### config.mk
export PLATFORM = sky130hd
export DESIGN_NAME = multicycle_sequencer
export DESIGN_NICKNAME = d
export VERILOG_FILES = /design/src/rtl/mips_ctrl_pkg.sv /design/src/rtl/mips_alu_decoder.sv /design/src/rtl/multicycle_sequencer.sv
export SDC_FILE = /design/constraint.sdc
export NUM_CORES = 1
export LEC_CHECK = 0
export CORE_MARGIN = 2
export CORE_UTILIZATION = 45
export CTS_CLUSTER_SIZE = 28
export DETAILED_ROUTE_END_ITERATION = 16
export PLACE_DENSITY = 0.78
export SYNTH_ARGS = -nofsm -noshare
export SYNTH_HDL_FRONTEND = slang
export SYNTH_SLANG_ARGS = --single-unit
### constraint.sdc
create_clock -name clock -period 5.55 [get_ports clock]
set_input_delay 1.11 -clock clock [delete_from_list [all_inputs] [get_ports clock]]
set_output_delay 1.11 -clock clock [all_outputs]
set_load 0.05 [all_outputs]
### src/rtl/mips_ctrl_pkg.sv
// rtl/mips_ctrl_pkg.sv - shared encodings for the multi-cycle MIPS control sequencer
// State, opcode, funct, ALU op and datapath select encodings used by the sequencer and its decoder.
package mips_ctrl_pkg;

  typedef enum logic [3:0] {
    ST_FETCH    = 4'd0,
    ST_DECODE   = 4'd1,
    ST_MEM_ADDR = 4'd2,
    ST_MEM_RD   = 4'd3,
    ST_MEM_WB   = 4'd4,
    ST_MEM_WR   = 4'd5,
    ST_R_EXEC   = 4'd6,
    ST_R_WB     = 4'd7,
    ST_BRANCH   = 4'd8,
    ST_JUMP     = 4'd9,
    ST_ERROR    = 4'd15
  } state_e;

  localparam logic [5:0] OP_RTYPE = 6'b000000;
  localparam logic [5:0] OP_LW    = 6'b100011;
  localparam logic [5:0] OP_SW    = 6'b101011;
  localparam logic [5:0] OP_BEQ   = 6'b000100;
  localparam logic [5:0] OP_J     = 6'b000010;

  localparam logic [5:0] FN_ADD = 6'b100000;
  localparam logic [5:0] FN_SUB = 6'b100010;
  localparam logic [5:0] FN_AND = 6'b100100;
  localparam logic [5:0] FN_OR  = 6'b100101;
  localparam logic [5:0] FN_SLT = 6'b101010;

  localparam logic [2:0] ALU_AND = 3'b000;
  localparam logic [2:0] ALU_OR  = 3'b001;
  localparam logic [2:0] ALU_ADD = 3'b010;
  localparam logic [2:0] ALU_SUB = 3'b110;
  localparam logic [2:0] ALU_SLT = 3'b111;

  localparam logic [1:0] ALU_B_REG    = 2'b00;
  localparam logic [1:0] ALU_B_FOUR   = 2'b01;
  localparam logic [1:0] ALU_B_IMM    = 2'b10;
  localparam logic [1:0] ALU_B_IMM_SH = 2'b11;

  localparam logic [1:0] PC_SRC_ALU    = 2'b00;
  localparam logic [1:0] PC_SRC_ALUOUT = 2'b01;
  localparam logic [1:0] PC_SRC_JUMP   = 2'b10;

endpackage

### src/rtl/mips_alu_decoder.sv
// rtl/mips_alu_decoder.sv - combinational R-type funct to ALU operation decoder
// Unknown funct codes raise illegal and fall back to ADD.
module mips_alu_decoder
  import mips_ctrl_pkg::*;
(
  input  logic [5:0] funct,
  output logic [2:0] alu_op,
  output logic       illegal
);

  always_comb begin
    alu_op  = ALU_ADD;
    illegal = 1'b0;
    case (funct)
      FN_ADD:  alu_op = ALU_ADD;
      FN_SUB:  alu_op = ALU_SUB;
      FN_AND:  alu_op = ALU_AND;
      FN_OR:   alu_op = ALU_OR;
      FN_SLT:  alu_op = ALU_SLT;
      default: illegal = 1'b1;
    endcase
  end

endmodule

### src/rtl/multicycle_sequencer.sv
// rtl/multicycle_sequencer.sv - multi-cycle MIPS control FSM with ready-handshaked memory
// Optional J support is compiled in with MULTICYCLE_SEQUENCER_JUMP_EN.
module multicycle_sequencer
  import mips_ctrl_pkg::*;
#(
  parameter int MEM_TIMEOUT = 16,
  parameter int TMO_W       = 5
) (
  input  logic       clock,
  input  logic       reset,
  input  logic [5:0] opcode,
  input  logic [5:0] funct,
  input  logic       zero,
  input  logic       mem_ready,
  output logic       sig_pc_write,
  output logic       sig_ir_write,
  output logic       sig_iord,
  output logic       sig_mem_read,
  output logic       sig_mem_write,
  output logic       sig_reg_write,
  output logic       sig_reg_dst,
  output logic       sig_mem_to_reg,
  output logic       sig_alu_src_a,
  output logic [1:0] sig_alu_src_b,
  output logic [1:0] sig_pc_src,
  output logic [2:0] alu_op,
  output logic       instr_done,
  output logic       error,
  output logic [3:0] state
);

  state_e             state_q, state_d;
  logic [TMO_W-1:0]   wait_q, wait_d;
  logic               error_q, error_d;
  logic [2:0]         fn_alu_op;
  logic               fn_illegal;
  logic               mem_wait;
  logic               timed_out;

  mips_alu_decoder u_alu_dec (
    .funct   (funct),
    .alu_op  (fn_alu_op),
    .illegal (fn_illegal)
  );

  assign timed_out = (MEM_TIMEOUT != 0) && (wait_q == TMO_W'(MEM_TIMEOUT));
  assign mem_wait  = (state_q == ST_FETCH) || (state_q == ST_MEM_RD) || (state_q == ST_MEM_WR);

  always_ff @(posedge clock) begin
    if (reset) begin
      state_q <= ST_FETCH;
      wait_q  <= '0;
      error_q <= 1'b0;
    end else begin
      state_q <= state_d;
      wait_q  <= wait_d;
      error_q <= error_d;
    end
  end

  always_comb begin
    state_d        = state_q;
    sig_pc_write   = 1'b0;
    sig_ir_write   = 1'b0;
    sig_iord       = 1'b0;
    sig_mem_read   = 1'b0;
    sig_mem_write  = 1'b0;
    sig_reg_write  = 1'b0;
    sig_reg_dst    = 1'b0;
    sig_mem_to_reg = 1'b0;
    sig_alu_src_a  = 1'b0;
    sig_alu_src_b  = ALU_B_REG;
    sig_pc_src     = PC_SRC_ALU;
    alu_op         = ALU_ADD;
    instr_done     = 1'b0;

    case (state_q)
      ST_FETCH: begin
        sig_mem_read  = 1'b1;
        sig_alu_src_b = ALU_B_FOUR;
        if (mem_ready) begin
          sig_ir_write = 1'b1;
          sig_pc_write = 1'b1;
          state_d      = ST_DECODE;
        end else if (timed_out) begin
          state_d = ST_ERROR;
        end
      end
      ST_DECODE: begin
        // Branch target is precomputed here so BRANCH can compare and select in one cycle.
        sig_alu_src_b = ALU_B_IMM_SH;
        case (opcode)
          OP_RTYPE:     state_d = ST_R_EXEC;
          OP_LW, OP_SW: state_d = ST_MEM_ADDR;
          OP_BEQ:       state_d = ST_BRANCH;
`ifdef MULTICYCLE_SEQUENCER_JUMP_EN
          OP_J:         state_d = ST_JUMP;
`endif
          default:      state_d = ST_ERROR;
        endcase
      end
      ST_MEM_ADDR: begin
        sig_alu_src_a = 1'b1;
        sig_alu_src_b = ALU_B_IMM;
        if (opcode == OP_LW)      state_d = ST_MEM_RD;
        else if (opcode == OP_SW) state_d = ST_MEM_WR;
        else                      state_d = ST_ERROR;
      end
      ST_MEM_RD: begin
        sig_iord     = 1'b1;
        sig_mem_read = 1'b1;
        if (mem_ready)      state_d = ST_MEM_WB;
        else if (timed_out) state_d = ST_ERROR;
      end
      ST_MEM_WB: begin
        sig_reg_write  = 1'b1;
        sig_mem_to_reg = 1'b1;
        instr_done     = 1'b1;
        state_d        = ST_FETCH;
      end
      ST_MEM_WR: begin
        sig_iord      = 1'b1;
        sig_mem_write = 1'b1;
        if (mem_ready) begin
          instr_done = 1'b1;
          state_d    = ST_FETCH;
        end else if (timed_out) begin
          state_d = ST_ERROR;
        end
      end
      ST_R_EXEC: begin
        sig_alu_src_a = 1'b1;
        alu_op        = fn_alu_op;
        state_d       = fn_illegal ? ST_ERROR : ST_R_WB;
      end
      ST_R_WB: begin
        sig_reg_write = 1'b1;
        sig_reg_dst   = 1'b1;
        alu_op        = fn_alu_op;
        instr_done    = 1'b1;
        state_d       = ST_FETCH;
      end
      ST_BRANCH: begin
        sig_alu_src_a = 1'b1;
        alu_op        = ALU_SUB;
        sig_pc_src    = PC_SRC_ALUOUT;
        sig_pc_write  = zero;
        instr_done    = 1'b1;
        state_d       = ST_FETCH;
      end
`ifdef MULTICYCLE_SEQUENCER_JUMP_EN
      ST_JUMP: begin
        sig_pc_src   = PC_SRC_JUMP;
        sig_pc_write = 1'b1;
        instr_done   = 1'b1;
        state_d      = ST_FETCH;
      end
`endif
      ST_ERROR: state_d = ST_ERROR;
      default:  state_d = ST_ERROR;
    endcase

    // Reset abandons any instruction in flight: no strobe escapes, selects look like FETCH.
    if (reset) begin
      sig_pc_write   = 1'b0;
      sig_ir_write   = 1'b0;
      sig_mem_read   = 1'b0;
      sig_mem_write  = 1'b0;
      sig_reg_write  = 1'b0;
      instr_done     = 1'b0;
      sig_iord       = 1'b0;
      sig_reg_dst    = 1'b0;
      sig_mem_to_reg = 1'b0;
      sig_alu_src_a  = 1'b0;
      sig_alu_src_b  = ALU_B_FOUR;
      sig_pc_src     = PC_SRC_ALU;
      alu_op         = ALU_ADD;
    end
  end

  always_comb begin
    wait_d = wait_q;
    if (state_d != state_q)      wait_d = '0;
    else if (mem_wait && !mem_ready) wait_d = wait_q + 1'b1;
  end

  assign error_d = error_q | (state_d == ST_ERROR);
  assign error   = error_q;
  assign state   = state_q;

endmodule

**Word level (Yosys, flattened, before mapping)**

Index checks and enable logic that the tools add are counted.

- Bits in latches: 0
- Register bits after elaboration: 10
- Bits in read-only memories: 0
- Output and inout bits: 22
- Memory bits (writable): 0
- Bits of input ports: 16
- Memories: 0

- Order comparisons: 0
- Bitwise gates (word level): 1
- $add $sub $neg: 1
- Reductions and logical operators: 15
- Multiply operators: 0
- Mux-type cells: 37
- Shift operators: 0
- Equal/unequal tests: 19
- Div/mod/pow operators: 0

Operator list:

| operator | count |
|---|---|
| $eq A6 B6 Y1 const B | 7 |
| $mux W4 | 7 |
| $pmux W4 S7 | 1 |
| $mux W1 | 20 |
| $eq A4 B3 Y1 const B | 4 |
| $pmux W3 S4 | 1 |
| $pmux W4 S3 | 1 |
| $reduce_or A2 Y1 | 6 |
| $eq A4 B2 Y1 const B | 2 |
| $eq A4 B4 Y1 const B | 2 |
| $eq A6 B3 Y1 const B | 1 |
| $logic_not A6 Y1 | 1 |
| $pmux W2 S3 | 1 |
| $pmux W3 S2 | 1 |
| $reduce_or A3 Y1 | 2 |
| $add A5 B1 Y5 const B | 1 |
| $eq A5 B5 Y1 const B | 1 |
| $reduce_or A5 Y1 | 1 |
| $eq A4 B1 Y1 const B | 1 |
| $logic_not A4 Y1 | 1 |
| $mux W2 | 2 |
| $ne A4 B4 Y1 | 1 |
| $pmux W1 S2 | 2 |
| $mux W3 | 1 |
| other kinds (4) | 5 |

**Logic depth before layout (Yosys ltp)**

- Depth after elaboration: 6
- Gate-level depth with buffers: 8

**By module**

Synthesis repeated with hierarchy kept, for this count alone.

- Cell total of the unflattened synthesis: 145
- Area, all modules: 1151.1 µm²

By module, submodules not included:

| module | cells each | area an instance (µm²) | times used |
|---|---|---|---|
| multicycle_sequencer | 135 | 1067.3 | 1 |
| mips_alu_decoder | 10 | 83.8 | 1 |

**Least setup slack after synthesis**

No wires, ideal clock.

- Path type: in2out
- From: input reset
- To: output sig_pc_write
- Stages: 3
- Path slack: 982 ps
- Path buffers: 1
- Arrival time: 3458 ps
- Data required time: 4440 ps
- Cells stage by stage: clkbuf_1 > nor4b_1 > a21o_1

- Word-level cells in the longest chain between the ends: 1

RTL lines:

| element | RTL line | RTL |
|---|---|---|
| start, declared | multicycle_sequencer.sv:10 | `input logic reset,` |
| $mux W1 | multicycle_sequencer.sv:164 | `if (reset) begin` |
| end, declared | multicycle_sequencer.sv:15 | `output logic sig_pc_write,` |

No other way between the ends.

**Worst setup path in the final report**

Same ends and word-level chain as after synthesis.

==> key figures <==
Routing
  – Total wire length: 2865 um
  – # DRC: 0
  – TritonRoute pass-1 iters: 4
  – Antenna Nets Post-Route: 0
  – Initial drt markers: 26
  – Via count: 1179
  – Routed wire per std cell: 14.04 um
  – Vias/cell: 5.779

Clocking
  – Largest buffer count on any clock path: 2
  – # H-tree levels: 1
  – CTS Root Cell: clkbuf_4
  – Post-cts resize count: 0
  – Worst-path clk slew: 0.06 ns
  – TritonCTS clock tree: yes
  – Worst-Skew Late Latency: 0.27 ns
  – CTS sink count: 10
  – Num CTS Buffers: 3
  – # Post-CTS Setup Buffers: 0
  – Post-CTS Hold Fix Bufs: 0

Placed design
  – Routability cong.: 0.8257
  – Buffers on Ports: 36
  – Final HPWL DP: 2199 um

Setup path
  – R2R setup slack: 3.19 ns
  – Delay of the slowest critical-path stage: 0.79 ns
  – Arrival @ worst endpoint: 3.24 ns
  – Critical path type: in -> out
  – Most frequent cell on the critical path: clkdlybuf4s50_1
  – Reg2reg end: wait_q[1]
  – Worst setup EP type: primary output
  – Startpoint Class: input port
  – Worst EP required: 4.44 ns
  – CP max stage cell: clkdlybuf4s50_1
  – Reg2reg path depth: 6
  – Delay-heaviest family, CP: buffers and inverters
  – CP max FO: 17
  – Worst R2R Start: state[1]
  – WP buf/inv: 2
  – Worst path cell trace: clkdlybuf4s50_1 > nor4b_1 > a21o_1 > clkdlybuf4s50_1

Synthesis
  – Largest cells by area after synthesis: dfxtp_1 17%, nor3b_2 5.4%, nor2_1 5.1%, a21oi_1 4.3%, nor3_1 3.9%
  – Post-synth EDFFs: 0
  – Cells after Synth: 146
  – Syn Area/Cell: 8.004 sq um
  – Cell area after synthesis: 0.001169 sq mm
  – Syn Nets: 164
  – Post-synth top flop: dfxtp_1
  – Share of Yosys cell area claimed by the top area cell type: 17.13%
  – Asr flop ratio synth: 0%
  – Register area share after synthesis: 17.13%
  – Area leader, netlist: dfxtp_1
  – Synth cell types: 50
  – FF+latch count, synth: 10
  – Yosys warnings: 0

Layout
  – ANT cells: 0
  – Nets: 193
  – Most frequent cells in the layout: 36 x clkdlybuf4s50_1, 16 x nor2_1, 10 x a21oi_1, 10 x dfxtp_1, 9 x nor3_1
  – Share of post-route cells with drive strength above 1: 13.79%
  – Most common cell after layout, fill and taps aside: clkdlybuf4s50_1
  – Area Growth Syn to Fin: 29.02%

Floorplan
  – Total die area: 0.003021 sq mm
  – Io pins: 38
  – Row cnt: 18
  – Die X: 54.96 um
  – Initial Util: 47.17%
  – Core area: 0.002477 sq mm
  – Die Y: 54.96 um

Timing
  – Worst slew margin: 55.25%
  – Setup Skew: 0.005712 ns
  – Setup tns final: 0 ns
  – RSZ-0062 raised after global routing: no
  – Worst-margin pin slew: 0.6703 ns
  – Peak Freq: 0.2301 GHz
  – # setup viols final: 0
  – Final hold slack: 0.5048 ns
  – Final hold violations: 0
  – Fin crit share: 78.32%
  – Max-slew violations: 0
  – Min Tclk post-route: 4.347 ns

GRT
  – First-pass GRT wire length: 4685 um
  – Number of global-route vias before repair: 1112
  – Largest net degree at the start of global routing: 20
  – Initial antenna violation count: 0
  – GRT Residual Overflow: 0
  – Total GRT Usage: 21.34%

Worst hold path
  – Hold wc startpoint: error
  – Worst Hold Path EP: error
  – Hold Path Class: reg -> reg
  – Hold path cells: 1

Run
  – # Max-Cap Violations: 0

Power
  – Worst vdd ir: 0.3582 mV
  – Leak: 0.5073 nW
  – Power per cell area: 540.5 mW/mm^2

Status
  – Status: finished clean
[flip-flops by register name (all words and copies together), names as in the netlist]
signal / flops
error: 1
wait_q: 5
state: 4
[synth_stat cells (4+ instances only)]
master	number
nor3_1	9
clkbuf_1	4
a21o_1	4
nor3b_2	5
inv_1	7
and2_1	4
dfxtp_1	10
nand2_1	8
xnor2_1	4
a21oi_1	10
nor2_1	16
o21ai_0	5
[power breakdown]
| group | internal, mW | leakage [nW] | total (mW) | switching (mW) |
|---|---|---|---|---|
| clock network | 0.0399 | 0.0210 | 0.0673 | 0.0274 |
| registers | 0.0881 | 0.0816 | 0.148 | 0.0594 |
| logic | 0.241 | 0.405 | 0.600 | 0.359 |
[how the worst max path moves through the flow]
stage,end,cells after the start,startpoint
final,sig_pc_write,4,reset
after global routing,sig_mem_write,4,reset
after CTS,sig_pc_write,4,reset
after detailed placement,sig_pc_write,4,reset
after global placement,sig_mem_write,4,reset
after floorplan,sig_pc_write,3,reset
[area by class of cell]
| cell class | count | area [sq um] |
|---|---|---|
| fillers | 229 | 969.7 |
| multi-input cells | 117 | 847.1 |
| repair buffers | 36 | 360.3 |
| flip-flops and latches | 10 | 200.2 |
| well taps | 30 | 37.54 |
| clock buffers | 4 | 36.28 |
| inverters | 7 | 26.28 |
[cells by family after synthesis]
logic type / after synthesis / share of synthesized area (%)
AND/OR/NAND/NOR: 68 / 36.62
AO/OA/AOI/OAI: 37 / 26.34
multiplexers: 2 / 1.820
XOR/XNOR: 7 / 5.246
flip-flops: 10 / 17.13
adder cells (fa/ha/maj): 2 / 2.141
buffers and inverters: 19 / 10.38
other: 1 / 0.3209
[worst reg2reg max path: cells and delay by family, from the launching register on]
kind	cells	cell delay (ns)
AND/OR/NAND/NOR	2	0.39
AO/OA/AOI/OAI	3	0.86
flip-flops	1	0.75
buffers and inverters	1	0.29
[per-layer routing]
metal | vias up | part of all wire [%] | GRT usage [%]
li1 | 592 | - | -
met1 | 539 | 42 | 24.39
met2 | 44 | 49 | 38.10
met3 | 4 | 7.4 | 5.376
met4 | 0 | 1.2 | 7.724
met5 | - | 0 | 0
[through the flow]
step	area (sq um)	power [mW]	util [%]	cells	worst slack (ns)
final	1508	0.8150	60.86	204	1.203
after global routing	1508	0.8694	60.86	204	1.100
after CTS	1508	0.8162	60.86	204	1.197
after detailed placement	1471	0.7462	59.39	200	1.210
after global placement	1471	0.7388	59.39	200	1.255
after floorplan	1169	0.6350	-	146	0.9816
(Power assumes the default switching activity.)
